`src/rtl/noc_packet_injector.sv`:
```
// noc_packet_injector: network-interface transmitter feeding a router's local
// input port. It turns packet descriptors and payload words into HEAD, BODY and
// TAIL flits, tags each flit with a virtual channel, and sends only while it
// holds credit for that channel.
//
// Ports:
//   clk, rst                  clock, synchronous active-high reset
//   pkt_valid/pkt_ready       descriptor handshake
//   pkt_x_dest/y_dest/len     descriptor fields, latched on the handshake
//   pay_valid/ready/data      payload word handshake
//   flit_valid, flit_data     registered flit output {type, vc, data}
//   credit_valid, credit_vc   one credit returned by the router
//   busy                      high whenever the FSM is not idle
module noc_packet_injector #(
    parameter int DATA_SIZE        = 32,
    parameter int VC_NUM           = 2,
    parameter int BUFFER_SIZE      = 8,
    parameter int DEST_ADDR_SIZE_X = 2,
    parameter int DEST_ADDR_SIZE_Y = 2,
    parameter int LEN_SIZE         = 4,
    localparam int VC_W            = $clog2(VC_NUM),
    localparam int FLIT_W          = 2 + VC_W + DATA_SIZE
) (
    input  logic                        clk,
    input  logic                        rst,
    input  logic                        pkt_valid,
    output logic                        pkt_ready,
    input  logic [DEST_ADDR_SIZE_X-1:0] pkt_x_dest,
    input  logic [DEST_ADDR_SIZE_Y-1:0] pkt_y_dest,
    input  logic [LEN_SIZE-1:0]         pkt_len,
    input  logic                        pay_valid,
    output logic                        pay_ready,
    input  logic [DATA_SIZE-1:0]        pay_data,
    output logic                        flit_valid,
    output logic [FLIT_W-1:0]           flit_data,
    input  logic                        credit_valid,
    input  logic [VC_W-1:0]             credit_vc,
    output logic                        busy
);

    localparam int CRED_W = $clog2(BUFFER_SIZE) + 1;
    localparam logic [CRED_W-1:0] CRED_MAX = CRED_W'(BUFFER_SIZE);

    localparam logic [1:0] S_IDLE    = 2'd0;
    localparam logic [1:0] S_HEAD    = 2'd1;
    localparam logic [1:0] S_PAYLOAD = 2'd2;

    localparam logic [1:0] FT_HEAD     = 2'b00;
    localparam logic [1:0] FT_BODY     = 2'b01;
    localparam logic [1:0] FT_TAIL     = 2'b10;
    localparam logic [1:0] FT_HEADTAIL = 2'b11;

    logic [1:0]                  state;
    logic [DEST_ADDR_SIZE_X-1:0] x_q;
    logic [DEST_ADDR_SIZE_Y-1:0] y_q;
    logic [LEN_SIZE-1:0]         len_q;
    logic [LEN_SIZE-1:0]         remaining;
    logic [VC_W-1:0]             cur_vc;
    logic [VC_W-1:0]             rr_ptr;
    logic [CRED_W-1:0]           credit [VC_NUM];

    logic                        found;
    logic [VC_W-1:0]             pick_vc;
    logic [VC_W-1:0]             cand;
    logic [DATA_SIZE-1:0]        head_data;
    logic                        head_go;
    logic                        pay_go;
    logic                        send;
    logic [VC_W-1:0]             send_vc;
    logic [VC_NUM-1:0]           cr_inc;
    logic [VC_NUM-1:0]           cr_dec;

    // Round-robin search starting one past the last used VC. The sum wraps
    // naturally because VC_NUM is a power of two; the last candidate is
    // rr_ptr itself.
    always_comb begin
        found   = 1'b0;
        pick_vc = '0;
        cand    = '0;
        for (int i = 1; i <= VC_NUM; i++) begin
            cand = rr_ptr + VC_W'(i);
            if (!found && credit[cand] != '0) begin
                found   = 1'b1;
                pick_vc = cand;
            end
        end
    end

    always_comb begin
        head_data = '0;
        head_data[DEST_ADDR_SIZE_X-1:0] = x_q;
        head_data[DEST_ADDR_SIZE_X +: DEST_ADDR_SIZE_Y] = y_q;
        head_data[DEST_ADDR_SIZE_X+DEST_ADDR_SIZE_Y +: LEN_SIZE] = len_q;
    end

    assign pkt_ready = (state == S_IDLE) && !rst;
    assign pay_ready = (state == S_PAYLOAD) && !rst
                       && (credit[cur_vc] != '0);
    assign busy      = (state != S_IDLE);

    assign head_go = (state == S_HEAD) && found;
    assign pay_go  = pay_valid && pay_ready;
    assign send    = head_go || pay_go;
    assign send_vc = head_go ? pick_vc : cur_vc;

    always_comb begin
        cr_inc = '0;
        cr_dec = '0;
        for (int i = 0; i < VC_NUM; i++) begin
            cr_inc[i] = credit_valid && (credit_vc == VC_W'(i));
            cr_dec[i] = send && (send_vc == VC_W'(i));
        end
    end

    // A send is only ever issued on a VC with nonzero credit, so the
    // decrement cannot underflow. A return onto a full counter is a
    // protocol error from the router and is dropped.
    always_ff @(posedge clk) begin
        if (rst) begin
            for (int i = 0; i < VC_NUM; i++) begin
                credit[i] <= CRED_MAX;
            end
        end else begin
            for (int i = 0; i < VC_NUM; i++) begin
                case ({cr_inc[i], cr_dec[i]})
                    2'b10: begin
                        if (credit[i] != CRED_MAX) begin
                            credit[i] <= credit[i] + 1'b1;
                        end
                    end
                    2'b01: credit[i] <= credit[i] - 1'b1;
                    default: ;
                endcase
            end
        end
    end

    always_ff @(posedge clk) begin
        if (rst) begin
            state      <= S_IDLE;
            flit_valid <= 1'b0;
            flit_data  <= '0;
            x_q        <= '0;
            y_q        <= '0;
            len_q      <= '0;
            remaining  <= '0;
            cur_vc     <= '0;
            rr_ptr     <= VC_W'(VC_NUM - 1);
        end else begin
            flit_valid <= 1'b0;
            case (state)
                S_IDLE: begin
                    if (pkt_valid && pkt_ready) begin
                        x_q   <= pkt_x_dest;
                        y_q   <= pkt_y_dest;
                        len_q <= pkt_len;
                        state <= S_HEAD;
                    end
                end
                S_HEAD: begin
                    if (found) begin
                        flit_valid <= 1'b1;
                        cur_vc     <= pick_vc;
                        rr_ptr     <= pick_vc;
                        if (len_q == '0) begin
                            flit_data <= {FT_HEADTAIL, pick_vc, head_data};
                            state     <= S_IDLE;
                        end else begin
                            flit_data <= {FT_HEAD, pick_vc, head_data};
                            remaining <= len_q;
                            state     <= S_PAYLOAD;
                        end
                    end
                end
                S_PAYLOAD: begin
                    if (pay_go) begin
                        flit_valid <= 1'b1;
                        remaining  <= remaining - 1'b1;
                        if (remaining == LEN_SIZE'(1)) begin
                            flit_data <= {FT_TAIL, cur_vc, pay_data};
                            state     <= S_IDLE;
                        end else begin
                            flit_data <= {FT_BODY, cur_vc, pay_data};
                        end
                    end
                end
                default: state <= S_IDLE;
            endcase
        end
    end

endmodule

```
`config.mk`:
```
export PLATFORM = sky130hd
export DESIGN_NAME = noc_packet_injector
export DESIGN_NICKNAME = d
export VERILOG_FILES = /design/src/rtl/noc_packet_injector.sv
export SDC_FILE = /design/constraint.sdc
export NUM_CORES = 1
export LEC_CHECK = 0
export ABC_AREA = 0
export ABC_CLOCK_PERIOD_IN_PS = 5400
export CORE_UTILIZATION = 25
export DETAILED_ROUTE_END_ITERATION = 7
export DONT_BUFFER_PORTS = 1
export SETUP_SLACK_MARGIN = 0.15
export SLEW_MARGIN = 20
export SYNTH_ARGS = -nofsm -noshare
export SYNTH_HDL_FRONTEND = slang
export SYNTH_SLANG_ARGS = --single-unit
```
`constraint.sdc`:
```
create_clock -name clk -period 5.4 [get_ports clk]
set_input_delay 1.62 -clock clk [delete_from_list [all_inputs] [get_ports clk]]
set_output_delay 1.62 -clock clk [all_outputs]
set_load 0.005 [all_outputs]
```
After elaboration in Yosys (flattened, before gate mapping):

Memories as Yosys holds them, arrays and structs flattened. A register that Yosys moved wholly into a read port is not among the register bits.
Index checks and enable logic that the tools add are counted.
W data, S select, Z words.

* bits in registers: 52
* ROM bits: 0
* RAM bits: 8
* memories: 1
* input port bits: 46
* bits in latches: 0
* output and inout port bits: 39

Memories
* credit: words 2, width 4, rd ports 5, clocked after Yosys merged registers in 2, write ports 2, RTL line 60 `logic [CRED_W-1:0] credit [VC_NUM];`

* multipliers: 0
* div/mod/pow operators: 0
* bitwise gates (word level): 6
* shifts and indexed selects: 0
* add/subtract/negate cells: 6
* magnitude comparators: 0
* reductions and logical operators: 26
* equal/unequal tests: 14
* multiplexer cells: 47

Operators by type and width (number)
* $mux W35: 4
* $pmux W35 S2: 1
* $mux W4: 7
* $mux W1: 27
* $reduce_bool A4 Y1: 3
* $sub A4 B1 Y4 const B: 3
* $logic_and A1 B1 Y1: 11
* $mux W2: 5
* $add A4 B1 Y4 const B: 2
* $ne A4 B4 Y1 const B: 2
* $pmux W4 S2: 1
* $reduce_and A4 Y1: 2
* $eq A2 B1 Y1 const B: 3
* $eq A2 B2 Y1 const B: 3
* $ne A2 B2 Y1 const B: 3
* $pmux W2 S3: 1
* $eq A4 B1 Y1 const B: 1
* $logic_not A4 Y1: 1
* $ne A2 B1 Y1 const B: 2
* $or A1 B1 Y1: 4
* $reduce_and A2 Y1: 2
* $reduce_bool A2 Y1: 2
* $reduce_and A3 Y1: 1
* $logic_not A1 Y1: 2
* other kinds (5): 6

Longest topological paths before layout:

An unclocked memory read counts as a cell.

* word-level depth: 17
* depth in mapped cells: 13
* gate-level depth less buffers: 12

Worst setup path before layout:

No wires, ideal clock.

* kind: input -> register
* start: input port rst
* end: memory credit[0][3] (netlist bit) (data pin)
* stages: 9
* path buffers: 0
* setup time: 0.275 ns
* slack: 1.784 ns
* arrival: 3.341 ns
* cell sequence: nor2_1 -> nand3_1 -> a2111oi_4 -> ha_1 -> a21o_1 -> a21oi_1 -> xnor2_1 -> xnor2_1 -> nand3_1

RTL lines
* start, declared: RTL line 25 `input logic rst,`
* end, declared: RTL line 60

Worst setup path in the final report:

* start: input port rst
* end: output port pay_ready

* word-level cells in the longest chain between the ends: 3

Ends and longest elaborated chain
* $logic_not A1 Y1: RTL line 97 `assign pay_ready = (state == S_PAYLOAD) && !rst`
* $logic_and A1 B1 Y1: RTL line 97
* $logic_and A1 B1 Y1: RTL line 98 `&& (credit[cur_vc] != '0);`
* end, declared: RTL line 32 `output logic pay_ready,`

Every way passes these cells.

==> run summary <==
Crit path arrival time - 2030 ps
DRC Markers - 0
Pint - 1223 uW
largest fanout on the critical path - 49
cts repair resizes - 0
Worst Hold Class - register to register
row count - 39
FMAX - 274.0 MHz
#FFs+latches synth - 62
yosys warns - 0
total track usage - 12.92%
initial antenna violation count - 0
clk slew on worst S/H paths - 50 ps
drt wl/cell - 15.75 um
drt pass-1 iters - 4
syn nets - 413
Die H - 112.4 um
pwr/cell area - 546.5 nW/um^2
Max-slew headroom - 44.19%
first-pass GRT wire length - 12,390 um
Max Cap Violations - 0
CP endpoint kind - output pin
GRT overflow - 0
Setup crit start kind - input pin
routed vias/inst - 5.018
clock power share - 33.0%
DRT iter0 DRCs - 126
setup bufs post-CTS - 0
Worst-Skew Late Latency - 330 ps
cell family contributing the most delay on the critical path - simple AND/OR/NAND/NOR gates
asr flop ratio synth - 0%
Final Setup Violations - 0
Ports - 85
switching pwr - 678.2 uW
Die Area - 12,630 um^2
P&R area growth vs syn - 14.21%
setup slack, reg-to-reg - 1970 ps
hold path cells - 2
FF-to-FF path depth - 13
status - complete, no violations
clk_skew - 4.467 ps
average size of a mapped cell - 8.534 um^2
vias - 2,489
Syn Inst Count - 357
Pleak - 0.001176 uW
DP Cell Count - 480
top_reg_cell synth - dfxtp_1
Worst path slowest cell - nor2_1
reg2reg start - state[0]
clk sink count - 62
CP required - 3780 ps
final instance area - 3480 um^2
Die W - 112.4 um
Final period util - 67.57%
port bufs - 0
Unique masters post-synth - 58
Setup Crit Path Kind - input pin to output pin
RSZ-0062 raised after global routing - false
CP Capture Point - pay_ready
H-Tree Depth - 3
CTS Hold Bufs - 0
antenna viol nets, final - 0
vias in the first global route - 2,412
Gate power share - 31.0%
Final #Nets - 404
initial core utilization - 26.12%
CTS buffer count - 9
reg2reg end - credit[0][3]
Inserted Diodes - 0
core area - 11,660 um^2
Post-Layout Cell Count - 496
EDFF count, synth - 8
Buffers & Inverters on Critical Path - 0
final slew viol count - 0
Final Critical Period - 3649 ps
critical-path cell list - nor2_1, and2_1
Max clock buf depth - 2
setup TNS - 0 ps
root buf cell - clkbuf_16
share of cells above drive strength 1 - 7.649%
largest net degree at the start of global routing - 50
maximum VDD drop - 0.1664 mV
Post-DP HPWL - 5647 um
Worst-Margin Slew - 837.2 ps
routed wire length - 7814 um
Seq pwr share - 36.0%
Placement Cell Area - 3153 um^2
CP max stage delay - 200 ps
global placement routability congestion - 0.8199
Synth Cell Area - 3047 um^2
sequential area share after synthesis - 43.37%
Final Hold Viols - 0
TritonCTS clock tree - built
Switching Fraction - 35.67%
Critical Path Source - rst
Critical Path Stages - 2
-- power by group through the flow --
stage          combinational (uW)  sequential (uW)  clock, uW
6_report                      589              684        628
5_1_grt                       671              698        665
4_1_cts                       592              684        645
3_5_place_dp                  588              692          0
3_3_place_gp                  572              689          0
2_1_floorplan                 505              651          0
-- layout make-up --
cell class | instances | area [um^2]
well taps | 143 | 178.9
repair buffers | 2 | 15.01
flip-flops and latches | 62 | 1321
multi-input cells | 255 | 1570
inverters | 18 | 67.56
clock buffers | 13 | 261.5
fillers | 1220 | 8183
clock inverters | 3 | 65.06
-- routing by layer --
| metal | up-vias | global-route usage [%] | part of all wire, % | routed length, um |
|---|---|---|---|---|
| met5 | - | 0 | 0 | 0 |
| met4 | 0 | 8.622 | 3.0 | 236 |
| met3 | 15 | 5.454 | 8.7 | 683 |
| met2 | 76 | 18.43 | 42 | 3276 |
| met1 | 1148 | 15.82 | 46 | 3617 |
| li1 | 1250 | - | - | - |
-- flip-flops by register name, indices dropped and copies added, names as in the netlist, named ones only --
name and flops:
state 2, flit_valid 1, x_q 2, credit 8
cur_vc 1, len_q 4, rr_ptr 1, flit_data 35
remaining 4, y_q 2
-- Yosys cell counts (3+ instances only) --
cell | number | area, um^2
ha_1 | 9 | 112.6
a21oi_1 | 34 | 170.2
o21a_1 | 3 | 22.52
buf_2 | 5 | 25.02
a211oi_1 | 10 | 75.07
clkbuf_1 | 12 | 45.04
xnor2_1 | 3 | 26.28
inv_1 | 18 | 67.56
nand2_1 | 53 | 198.9
nand2b_1 | 3 | 18.77
nor2b_1 | 3 | 18.77
nor3_1 | 9 | 45.04
nand3_1 | 29 | 145.1
o21ai_0 | 13 | 65.06
a31oi_1 | 3 | 18.77
nand4_1 | 3 | 18.77
edfxtp_1 | 8 | 240.2
nor2_1 | 24 | 90.09
and3_1 | 3 | 18.77
dfxtp_1 | 54 | 1081
mux2i_1 | 9 | 90.09
-- layout by cell type, fill, tap and decap left out, types with 3 or more instances in the layout --
cell       count
dfxtp_1       54
nand4_1        3
nor2b_1        3
and3_1         3
nand3_1       29
clkbuf_1       3
o21ai_0       13
nand2_1       53
mux2i_1        9
nor2_1        24
clkbuf_16     10
a21oi_1       34
ha_1           8
nor3_1         9
a211oi_1      10
inv_1         18
nand2b_1       3
o21a_1         3
edfxtp_1       8
xnor2_1        3
a31oi_1        3
-- kinds of logic (layout without fill, tap and decap cells) --
family / count (synthesis) / count (layout) / share of synthesized area, %
multiplexers: 9 / 9 / 2.957
adder cells (fa/ha/maj): 10 / 10 / 4.353
flip-flops: 62 / 62 / 43.37
AND/OR/NAND/NOR: 142 / 142 / 22.05
XOR/XNOR: 4 / 4 / 1.150
AO/OA/AOI/OAI: 90 / 90 / 20.70
buffers and inverters: 40 / 36 / 5.420
-- per-stage QoR --
stage,worst slack (ps),power [uW],hold WS (ps),util (%)
floorplan,1784,1156,435.3,-
global placement,1659,1261,451.3,26.97
detailed placement,1613,1281,461.0,27.04
CTS,1758,1921,468.6,29.84
global route,1622,2034,486.2,29.84
finish,1751,1901,465.9,29.84
-- worst min path at each step --
| stage | slack (ps) | startpoint | to |
|---|---|---|---|
| after floorplan | 440 | x_q[0] | x_q[0] |
| after global placement | 450 | flit_data[12] | flit_data[12] |
| after detailed placement | 460 | remaining[1] | remaining[1] |
| after CTS | 470 | remaining[1] | remaining[1] |
| after global routing | 490 | flit_data[29] | flit_data[29] |
| final | 470 | flit_data[29] | flit_data[29] |
Power figures use the tool's default switching activity.
